File: config.mk
export PLATFORM = sky130hd
export DESIGN_NAME = bcd_serial_sub
export DESIGN_NICKNAME = d
export VERILOG_FILES = /design/src/rtl/bcd_pkg.sv /design/src/rtl/bcd_serial_sub_digit.sv /design/src/rtl/bcd_serial_sub.sv
export SDC_FILE = /design/constraint.sdc
export NUM_CORES = 1
export LEC_CHECK = 0
export ABC_AREA = 1
export BUFFER_PORTS_ARGS = -buffer_cell sky130_fd_sc_hd__buf_4
export CAP_MARGIN = 20
export CORE_UTILIZATION = 45
export DETAILED_ROUTE_END_ITERATION = 6
export PLACE_DENSITY = 0.76
export SYNTH_ARGS = -nofsm -noshare
export SYNTH_HDL_FRONTEND = slang
export SYNTH_SLANG_ARGS = --single-unit
File: constraint.sdc
create_clock -name clk -period 2.4 [get_ports clk]
set_input_delay 0.24 -clock clk [delete_from_list [all_inputs] [get_ports clk]]
set_output_delay 0.24 -clock clk [all_outputs]
set_load 0.01 [all_outputs]
File: src/rtl/bcd_pkg.sv
// bcd_pkg: shared types, constants and digit check for the serial BCD subtractor.
package bcd_pkg;
  typedef enum logic [1:0] {IDLE, SUB, FIX, DONE} state_t;
  localparam int BCD_W = 4;
  localparam int BCD_MAX = 9;
  typedef logic [BCD_W-1:0] digit_t;
  function automatic logic is_bcd(digit_t d);
    return d <= digit_t'(BCD_MAX);
  endfunction
endpackage

File: src/rtl/bcd_serial_sub_digit.sv
// bcd_digit_sub: one-digit BCD subtract with borrow in/out.
module bcd_digit_sub
  import bcd_pkg::*;
(
  input  digit_t a,
  input  digit_t b,
  input  logic   bin,
  output digit_t d,
  output logic   bout
);
  logic [4:0] t;
  assign t = {1'b0, a} - {1'b0, b} - {4'b0, bin};
  assign bout = {1'b0, a} < {1'b0, b} + {4'b0, bin};
  assign d = bout ? digit_t'(t + 5'd10) : t[3:0];
endmodule

File: src/rtl/bcd_serial_sub.sv
// bcd_serial_sub: digit-serial BCD subtractor A-B, LSD first, start/busy/done handshake.
// Define BCD_SUB_SIGN_EN to add the FIX phase that turns negative results into sign-magnitude.
module bcd_serial_sub
  import bcd_pkg::*;
#(
  parameter int DIGITS = 4
) (
  input  logic                  clk,
  input  logic                  rst_n,
  input  logic                  start,
  input  logic [BCD_W*DIGITS-1:0] a,
  input  logic [BCD_W*DIGITS-1:0] b,
  output logic                  busy,
  output logic                  done,
  output logic [BCD_W*DIGITS-1:0] diff,
  output logic                  neg,
  output logic                  err
);
  localparam int W = BCD_W * DIGITS;
  localparam int IW = DIGITS > 1 ? $clog2(DIGITS) : 1;
`ifdef BCD_SUB_SIGN_EN
  localparam bit SIGN_EN = 1'b1;
`else
  localparam bit SIGN_EN = 1'b0;
`endif
  state_t state, next;
  logic [W-1:0] a_r, b_r;
  logic [IW-1:0] idx;
  logic borrow, bad, last, bout;
  digit_t op_a, op_b, d;
  always_comb begin
    bad = 1'b0;
    for (int i = 0; i < DIGITS; i++)
      bad = bad | !is_bcd(a[i*BCD_W +: BCD_W]) | !is_bcd(b[i*BCD_W +: BCD_W]);
  end
  assign last = idx == IW'(DIGITS - 1);
  // diff doubles as the result shift register, so after SUB digit 0 of the raw result sits at the bottom
  assign op_a = state == FIX ? '0 : a_r[BCD_W-1:0];
  assign op_b = state == FIX ? diff[BCD_W-1:0] : b_r[BCD_W-1:0];
  bcd_digit_sub u_sub (.a(op_a), .b(op_b), .bin(borrow), .d(d), .bout(bout));
  always_ff @(posedge clk or negedge rst_n)
    if (!rst_n) state <= IDLE;
    else state <= next;
  always_comb begin
    next = state;
    unique case (state)
      IDLE: next = start ? (bad ? DONE : SUB) : IDLE;
      SUB:  next = last ? ((bout && SIGN_EN) ? FIX : DONE) : SUB;
      FIX:  next = last ? DONE : FIX;
      DONE: next = IDLE;
    endcase
  end
  always_ff @(posedge clk or negedge rst_n)
    if (!rst_n) begin
      busy <= 1'b0;
      done <= 1'b0;
      diff <= '0;
      neg <= 1'b0;
      err <= 1'b0;
      borrow <= 1'b0;
      idx <= '0;
      a_r <= '0;
      b_r <= '0;
    end else begin
      done <= 1'b0;
      unique case (state)
        IDLE: if (start) begin
          a_r <= a;
          b_r <= b;
          busy <= 1'b1;
          err <= bad;
          borrow <= 1'b0;
          idx <= '0;
        end
        SUB, FIX: begin
          diff <= (W'(d) << (W - BCD_W)) | (diff >> BCD_W);
          a_r <= a_r >> BCD_W;
          b_r <= b_r >> BCD_W;
          borrow <= last ? 1'b0 : bout;
          idx <= last ? '0 : idx + 1'b1;
          if (state == SUB && last) neg <= bout;
        end
        DONE: begin
          done <= 1'b1;
          busy <= 1'b0;
        end
      endcase
    end
endmodule
======== Word-level counts from Yosys, hierarchy flattened ========
Cells that the tools add are included.
word-level totals
  register bits ........................... 57
  bits of input ports ..................... 35
  output and inout bits ................... 20
cells by class
  add/subtract/negate cells ............... 5
  $lt $le $gt $ge ......................... 9
  equality and inequality tests ........... 5
  mux-type cells .......................... 21
  bitwise logic cells ..................... 8
  reductions and logical operators ........ 17
operators with widths
  operator               count
  $pmux W16 S2           2
  $le A4 B4 Y1 const B   8
  $mux W16               2
  $or A16 B12 Y16        1
  $mux W4                3
  $mux W2                5
  $logic_not A1 Y1       8
  $pmux W2 S4            1
  $reduce_and A2 Y1      4
  $or A1 B1 Y1           7
  $eq A2 B2 Y1 const B   3
  $add A4 B1 Y5          1
  $lt A4 B5 Y1           1
  $mux W1                5
  $add A4 B4 Y4 const B  1
  $pmux W1 S2            2
  $pmux W2 S2            1
  $reduce_bool A2 Y1     2
  $sub A4 B1 Y4          1
  $sub A4 B4 Y4          1
  $add A2 B1 Y2 const B  1
  $eq A2 B1 Y1 const B   1
  $logic_not A2 Y1       1
  $ne A2 B2 Y1 const B   1
  2 further kinds        2

======== Longest topological paths before layout ========
Gate-level depths: netlist of run 1.
  word-level depth ........................ 12
  depth in mapped cells ................... 20
  gate-level depth less buffers ........... 19

======== By module ========
A second synthesis of run 1 with hierarchy kept.
unflattened totals
  cell total of the unflattened synthesis .. 374
  area, all modules ....................... 3,016.6 um2
by module, submodules not included
  module          times used  cells each  area an instance (um2)
  bcd_serial_sub  1           310         2,588.7
  bcd_digit_sub   1           64          427.9

======== Least setup slack after synthesis of run 1 ========
Ideal clock, no wire load.
  path type ............................... register to register
  start ................................... register state[0]
  end ..................................... register diff[14]
  arrival ................................. 2.539 ns
  path slack .............................. -0.261 ns
  cell stages (with the launch flop) ...... 14
  buffers on the path ..................... 1
  period minus slack after synthesis ...... 2.661 ns
  path through ............................ dfrtp_1 > inv_1 > ha_1 > buf_6 > o21ai_0 > inv_1 > fa_1 > fa_1 > xor2_1 > ha_1 > inv_1 > nand2_1 > nand2_1 > o21ai_1
on the way
  longest elaborated chain between the ends .. 7
RTL lines
  what                               RTL line                                                          source
  start, declared                    bcd_serial_sub.sv:26                                              state_t state, next;
  start signal, assigned             bcd_serial_sub.sv:43                                              else state <= next;
  $eq A2 B2 Y1                       bcd_serial_sub.sv:38, bcd_serial_sub.sv:39, bcd_serial_sub.sv:66
  $mux W4, on equally long branches  bcd_serial_sub.sv:38, bcd_serial_sub.sv:39
  $sub A4 B4 Y4                      bcd_serial_sub_digit.sv:12                                        assign t = {1'b0, a} - {1'b0, b} - {4'b0, bin};
  $sub A4 B1 Y4                      bcd_serial_sub_digit.sv:12
  $add A4 B4 Y4                      bcd_serial_sub_digit.sv:14                                        assign d = bout ? digit_t'(t + 5'd10) : t[3:0];
  $mux W4                            bcd_serial_sub_digit.sv:14
  $or A16 B12 Y16                    bcd_serial_sub.sv:76                                              diff <= (W'(d) << (W - BCD_W)) | (diff >> BCD_W);
  end signal, assigned               bcd_serial_sub.sv:76
  end, declared                      bcd_serial_sub.sv:15                                              output logic [BCD_W*DIGITS-1:0] diff,
Several ways; a longest one is shown, not always the timed one.
A chain may end at the register's enable or synchronous reset.

======== Final worst setup path of run 1 ========
Ends and elaborated chain as after synthesis.

==> summary by stage, run 1 <==
Global routing
The initial antenna violation count was 0. Entering global routing, the biggest net connects just under 60 pins. The first global-routing pass estimated 10900 µm of wire. The total overflow left after global routing is 0.

The global routing usage summed across all routing layers is between 10% and 20%. The number of global-route vias before repair came to 2430.

Cells and area
The area occupied by registers is approximately 1400 µm². The number of antenna cells inserted is 0. The final layout contains between 400 and 500 nets.

Summing all multi-input logic gate instances after layout gives 1350 µm². The filler cell count is 545. In the layout the commonest cells are sky130_fd_sc_hd__nand2_1 (121), sky130_fd_sc_hd__buf_4 (64), sky130_fd_sc_hd__dfrtp_1 (57). The ratio of cells with drive above 1 in the final layout is roughly 23%. The commonest non-fill, non-tap cell in the layout is sky130_fd_sc_hd__nand2_1. Compared with the post-synthesis result, the final layout area differs by 26.0%.

Floorplan
The core region is 6390 µm². The die outline width is 83.5 µm. The floorplan die area is just under 7000 µm².

The initialized floorplan defines 29 standard-cell rows. The chip height is 83.5 µm. The number of top-level design ports is 55. For this configuration, the core starts out at a cell density of 46.7%.

Worst setup path
STA classifies the critical path endpoint as a register. The data arrival time of the worst path is around 2600 ps. STA classifies the critical path startpoint as a register.

The classification of the worst setup path is reg -> reg. The combined buffer and inverter count along the critical path is 3. Among all stages on the critical path, the largest delay is contributed by sky130_fd_sc_hd__dfrtp_1.

The critical path data required time is 2620 ps. Broken down by cell family, the worst path's largest delay share belongs to adder cells. The largest fanout on the critical path is 7. The critical path goes through inv_2, ha_4, nand2_2, o21ai_2, inv_2, fa_2, fa_2, xor2_2, ha_1, inv_1, nand2_1, nand2_1, o21ai_1. The largest incremental delay on the critical path is 380 ps.

Synth
The post-synth design cell area is between 2000 and 3000 µm². The cell count after synthesis came out at 371. The synthesized flop and latch total is 57. The sequential-to-total area share from yosys stat is 47.8%. The mean instance size in the synthesized netlist is 8.05 µm². Synthesis produced a netlist with a net count of 423. The Yosys step of the flow raised 0 warnings. The number of unique standard cell types used by synthesis is 27.

STA
The final number of hold-violating endpoints was 0. The worst-margin pin slew is about 730 ps. The final critical path time including I/O delays and setup is 2400 ps. Across the routed clock network, the largest skew measured is 7.68 ps.

The final-report setup violation count is 1. After layout, the worst path uses 100% of the clock period. Timing would allow up to 417 MHz.

Measured against its own limit, the worst slew margin works out to 51.7%. On the final layout, the worst hold slack is 130 ps. The number of pins exceeding their max-slew limit in the final report came to 0. Setup repair after global routing could not meet its margin everywhere.

In the post-route analysis, the smallest setup slack over all paths is -0.362 ps.

Placed design
The placement-stage worst setup slack is -113 ps. The final weighted congestion in routability-driven placement is 0.842. Port buffering added 54 buffers. Once detailed placement completed, the half-perimeter wirelength came to 4520 µm.

Run status
The run finished, with violations left. The checks that failed: negative setup slack.

Clocking
At the later pin of the worst-skew pair, clock insertion delay measures 340 ps. The root buffer cell chosen for the clock tree is sky130_fd_sc_hd__clkbuf_8. The number of buffers added by the clock tree synthesis step is 9. The number of levels in the clock H-tree is 3. The clock input transition at the sequential cells of the worst setup and hold paths is 70 ps. The maximum clock path buffer count is 2.

Counting every sink on the clock net gives 57. TritonCTS built the clock tree.

Route
The detail route stage leaves a number of antenna-violating nets equal to 0. The via total after detailed routing is 2547. After the first detailed-routing iteration, the DRC count stood at approximately 150. Using the TritonRoute via totals, the vias-per-cell ratio works out to between 4 and 5. The first detailed-routing pass took 4 iterations. The DRC violation count after routing is 0. The final layout contains routed wiring with a total length of about 6500 µm. Dividing the detail-routed wire length by the instance count gives ~13 µm.

Hold path
The path class of the lowest-slack min-delay path is in -> reg.

Power and ir drop
The leakage power summed over all cells is 1.92 nW. For this design the ratio of total power to cell area is 1740 nW/µm². VDD sags by at most 974 µV.

Run
The tool flagged a number of max-cap violations equal to 0.
-- registers in the layout (all words and copies together), names as in the netlist --
register  cells
a_r          16
b_r          16
borrow        1
busy          1
diff         16
done          1
err           1
idx           2
neg           1
state         2
-- cell type report --
| type | instances | area share (%) |
|---|---|---|
| repair buffers | 66 | 13.6 |
| clock inverters | 7 | 2.53 |
| well taps | 77 | 2.56 |
| inverters | 43 | 4.29 |
| multi-input cells | 254 | 35.8 |
| clock buffers | 9 | 3.29 |
| flip-flops and latches | 57 | 37.9 |
-- kinds of logic (layout without fill, tap and decap cells) --
family                   after synthesis  in the layout  share of synthesized area (%)
buffers and inverters                 60            125                           8.80
flip-flops                            57             57                           47.8
adder cells (fa/ha/maj)               17             17                           7.63
AND/OR/NAND/NOR                      180            180                           24.7
AO/OA/AOI/OAI                         54             54                           10.2
XOR/XNOR                               3              3                          0.880
-- cells in the mapped netlist --
cell | n | area, µm²
sky130_fd_sc_hd__nor3_2 | 1 | 10.0
sky130_fd_sc_hd__nor2_1 | 31 | 116
sky130_fd_sc_hd__clkbuf_1 | 5 | 18.8
sky130_fd_sc_hd__o21ai_1 | 2 | 10.0
sky130_fd_sc_hd__nand2_4 | 2 | 22.5
sky130_fd_sc_hd__a31oi_1 | 24 | 150
sky130_fd_sc_hd__buf_6 | 2 | 22.5
sky130_fd_sc_hd__o21ai_2 | 1 | 8.76
sky130_fd_sc_hd__nand3b_1 | 1 | 7.51
sky130_fd_sc_hd__buf_4 | 4 | 30.0
sky130_fd_sc_hd__xor2_1 | 2 | 17.5
sky130_fd_sc_hd__nand3_1 | 17 | 85.1
sky130_fd_sc_hd__nand2_1 | 123 | 462
sky130_fd_sc_hd__dfrtp_1 | 57 | 1430
sky130_fd_sc_hd__xnor2_1 | 1 | 8.76
sky130_fd_sc_hd__o21ai_0 | 24 | 120
sky130_fd_sc_hd__and3_1 | 2 | 12.5
sky130_fd_sc_hd__ha_1 | 15 | 188
sky130_fd_sc_hd__nand4_1 | 1 | 6.26
sky130_fd_sc_hd__inv_1 | 40 | 150
sky130_fd_sc_hd__inv_2 | 2 | 7.51
sky130_fd_sc_hd__a21oi_1 | 3 | 15.0
sky130_fd_sc_hd__fa_1 | 2 | 40.0
sky130_fd_sc_hd__nand2_2 | 1 | 6.26
sky130_fd_sc_hd__nand3_2 | 1 | 10.0
sky130_fd_sc_hd__clkinv_1 | 1 | 3.75
sky130_fd_sc_hd__buf_2 | 6 | 30.0
-- where the power goes --
| group | internal, W | switching, W | leakage [nW] |
|---|---|---|---|
| sequential | 0.00144 | 0.000272 | 0.689 |
| clock | 0.000583 | 0.000405 | 0.109 |
| combinational | 0.00151 | 0.00232 | 1.12 |
-- per-layer routing --
| layer | track usage (%) | vias up | wire [µm] |
|---|---|---|---|
| li1 | - | 1301 | - |
| met5 | 0 | - | 0 |
| met2 | 32.0 | 70 | 3100 |
| met4 | 11.1 | 0 | 167 |
| met1 | 25.6 | 1161 | 2930 |
| met3 | 3.66 | 15 | 269 |
-- per-stage QoR --
stage / util [%] / cell area, µm² / std cells / setup TNS, ps / total power, W
after CTS: 58.7 / 3750 / 513 / 0 / 0.00653
final: 58.9 / 3760 / 513 / -0.362 / 0.00653
after detailed placement: 54.7 / 3490 / 495 / -188 / 0.00547
after global routing: 58.9 / 3760 / 513 / -385 / 0.00724
after floorplan: - / 3000 / 371 / -56.3 / 0.00449
after global placement: 54.7 / 3490 / 495 / -22.9 / 0.00530
-- path summary, 6_finish.rpt --
| kind | end | from | slack, ps | cells past startpoint |
|---|---|---|---|---|
| max reg2reg | diff[14] | state[0] | -0.4 | 13 |
| min | a_r[12] | a[12] | 130 | 3 |
| max in group asynchronous | b_r[2] | rst_n | 1410 | 2 |
| min in group asynchronous | idx[0] | rst_n | 480 | 2 |
| min reg2reg | idx[0] | idx[0] | 500 | 1 |
| max | diff[14] | state[0] | -0.4 | 13 |
-- worst reg2reg max path, cell delays in order (launching register included) --
cell	delay [ps]
sky130_fd_sc_hd__dfrtp_1	380
sky130_fd_sc_hd__inv_2	80
sky130_fd_sc_hd__ha_4	180
sky130_fd_sc_hd__nand2_2	60
sky130_fd_sc_hd__o21ai_2	70
sky130_fd_sc_hd__inv_2	70
sky130_fd_sc_hd__fa_2	380
sky130_fd_sc_hd__fa_2	380
sky130_fd_sc_hd__xor2_2	160
sky130_fd_sc_hd__ha_1	300
sky130_fd_sc_hd__inv_1	50
sky130_fd_sc_hd__nand2_1	40
sky130_fd_sc_hd__nand2_1	60
sky130_fd_sc_hd__o21ai_1	70
-- repair_timing --
action	4_1_cts	5_1_grt
pin swaps	3	2
hold endpoints to repair	57	0
buffers inserted	1	0
setup endpoints to repair	4	5
gates resized for setup	4	5
hold buffers	1	0
Power figures use the tool's default switching activity.
==> inputs of run 2 (changes only) <==
SETUP_SLACK_MARGIN = 0.1   (was default)
==> summary by stage, run 2 (synthesized netlist as in run 1, its figures left out) <==
Run status
The checks that failed: negative setup slack. The flow ran to the end, but the final reports show violations.

STA
The final period utilization is 100% (about the same). The final number of hold-violating endpoints is 0 (unchanged). The worst-margin pin slew is 732 ps (+6.79 ps). Setup repair after global routing could not meet its margin everywhere. The highest clock rate is 416 MHz (about the same). The final critical path time including I/O delays and setup came to 2400 ps (+1.10 ps).

The final-report setup violation count was 1 (unchanged). The sum of negative setup slack is -1.46 ps (-1.10 ps). The number of pins exceeding their max-slew limit in the final report is 0 (unchanged).

The post-route clock skew came to 8.02 ps (+0.335 ps). The slack of the critical path came to -1.46 ps (-1.10 ps). The headroom to the max-slew limit is 51.2% (-0.45 points).

Route
The number of nets with antenna violations after detailed routing is 0 (unchanged). The initial DRC count is 178 (+23%). The DRC violation count after routing was 0 (unchanged). The routed length per placed instance is 13.0 µm (+3.4%). The via total after detailed routing came to 2554 (+0.27%). The post-detailed-routing wire length was 6720 µm (+4.0%). The post-detailed-route via-to-cell ratio was 4.95 (-0.31%). The number of optimization iterations in the first detailed-route pass was 4 (unchanged).

Cells and area
In the layout the commonest cells are sky130_fd_sc_hd__nand2_1 (116), sky130_fd_sc_hd__buf_4 (67), sky130_fd_sc_hd__dfrtp_1 (57). The largest registers in the layout are a_r: 16 flops, b_r: 16 flops, diff: 16 flops. The final layout net count came to 486 (+0.62%). The area used by multi-input combinational logic is 1410 µm² (+4.9%).

The area occupied by registers is 1430 µm² (unchanged). The ratio of cells with drive above 1 in the final layout is 26.4% (+3.3 points). The end-of-flow core utilization is 60.3% (+1.4 points).

The filler cell count is 530 (-2.8%). The commonest non-fill, non-tap cell in the layout is sky130_fd_sc_hd__nand2_1. The final instance count without filler cells is 516 (+0.58%).

The number of antenna cells inserted is 0 (unchanged). The area growth from synthesis to final layout is 29.0%.

Clocking
The number of buffers added by the clock tree synthesis step came to 9 (unchanged). The CTS tree is built. Clock tree synthesis selected as its root buffer the cell sky130_fd_sc_hd__clkbuf_8. The clock input transition at the sequential cells of the worst setup and hold paths is 70 ps (about the same). The clock latency on the worst-skew pair is 340 ps (about the same). The number of levels in the clock H-tree was 3 (unchanged). The maximum clock path buffer count came to 2 (unchanged). The clock sink total came to 57 (unchanged).

Global routing
The maximum number of pins on one net before global-route repair is 58 (unchanged). The number of global-route vias before repair is 2447 (+0.70%). The wire length of the first global-routing pass is 11000 µm (+0.70%). The global routing usage summed across all routing layers is 20.1% (+0.13 points). The global route total overflow is 0 (unchanged). The initial antenna violation count came to 0 (unchanged).

Floorplan
The floorplan die area is 6960 µm² (unchanged). The die outline width is 83.5 µm (unchanged). The number of top-level design ports came to 55 (unchanged).

The chip height came to 83.5 µm (unchanged). The cell row count is 29 (unchanged). The area of the core came to 6390 µm² (unchanged). The initial standard-cell utilization of the core was 46.7% (unchanged).

Worst setup path
The critical path data required time is 2630 ps (about the same). The worst setup path is captured at a register. STA classifies the critical path startpoint as a register. The slowest stage of the critical path belongs to the cell sky130_fd_sc_hd__dfrtp_1. The classification of the worst setup path is reg -> reg. The kind of cell adding the most delay to the critical path is adder cells.

The data arrival time of the worst path is 2630 ps (about the same). The combined buffer and inverter count along the critical path is 3 (unchanged). The largest incremental delay on the critical path is 390 ps (about the same).

The largest fanout on the critical path was 7 (unchanged). Traced cell by cell, the critical path runs through inv_2, ha_4, nand2_2, o21ai_2, inv_2, fa_2, fa_2, xor2_2, ha_1, inv_1, nand2_1, nand2_1, o21ai_1.

Placed design
The number of port buffers is 54 (unchanged). The instance count after placement with tap cells included is 495 (unchanged). The detailed-placement wirelength estimate is 4520 µm (unchanged).

The final weighted congestion in routability-driven placement was 0.842 (unchanged).

Hold path
The path class of the lowest-slack min-delay path is in -> reg.

Run
The max-cap violation count came to 0 (unchanged).
[run 2: cell types whose count changed in the layout (fill, tap and decap cells not counted)]
cell | previous run | this run
sky130_fd_sc_hd__ha_4 | 1 | 5
sky130_fd_sc_hd__buf_4 | 64 | 67
sky130_fd_sc_hd__nand2_2 | 3 | 8
sky130_fd_sc_hd__inv_2 | 4 | 6
sky130_fd_sc_hd__nand2_1 | 121 | 116
sky130_fd_sc_hd__inv_1 | 38 | 36
sky130_fd_sc_hd__o21ai_1 | 2 | 1
sky130_fd_sc_hd__ha_1 | 13 | 9
sky130_fd_sc_hd__o21ai_2 | 3 | 4
[run 2: final timing paths]
check	start	end	slack [ps]	depth (start not counted)
max	state[0]	diff[14]	-1	13
min	a[12]	a_r[12]	130	3
max reg2reg	state[0]	diff[14]	-1	13
min reg2reg	idx[0]	idx[0]	500	1
max in group asynchronous	rst_n	b_r[2]	1410	2
min in group asynchronous	rst_n	neg	480	2
[run 2: metrics by stage]
stage / worst slack (ps) / hold slack, ps / cell area, µm²
floorplan: -47.4 / -55.6 / 3000
global placement: -22.9 / 342 / 3490
detailed placement: -113 / 349 / 3490
CTS: 11.0 / 123 / 3770
global route: -118 / 138 / 3850
finish: -1.46 / 127 / 3850
[run 2: timing repair]
action / CTS / global route
buffers inserted: 3 / 1
hold buffers: 1 / 0
hold endpoints to repair: 57 / 0
resized for setup: 6 / 16
pin swaps: 4 / 2
endpoints found under the setup margin: 5 / 5
[run 2: layer usage]
layer	vias to the layer above	part of all wire (%)	track usage (%)
met5	-	0	0
met3	16	3.9	3.66
met4	0	2.4	11.1
li1	1306	-	-
met2	61	48	32.3
met1	1171	46	25.7
[run 2: layout make-up]
cell class,instances,area share (%)
multi-input combinational,254,36.7
tap,77,2.50
clock inverter,7,2.47
sequential,57,37.0
clock buffer,9,3.22
timing repair buffer,69,13.8
inverter,43,4.19
[run 2: worst reg2reg max path, stage by stage (launching register included)]
cell and delay (ps):
sky130_fd_sc_hd__dfrtp_1 390, sky130_fd_sc_hd__inv_2 80, sky130_fd_sc_hd__ha_4 170, sky130_fd_sc_hd__nand2_2 60
sky130_fd_sc_hd__o21ai_2 70, sky130_fd_sc_hd__inv_2 70, sky130_fd_sc_hd__fa_2 390, sky130_fd_sc_hd__fa_2 380
sky130_fd_sc_hd__xor2_2 160, sky130_fd_sc_hd__ha_1 300, sky130_fd_sc_hd__inv_1 50, sky130_fd_sc_hd__nand2_1 40
sky130_fd_sc_hd__nand2_1 60, sky130_fd_sc_hd__o21ai_1 70
Power of run 2 is left out: the tool's default activity adds up to more than one toggle a clock period on the data nets, which glitch-free logic cannot reach.
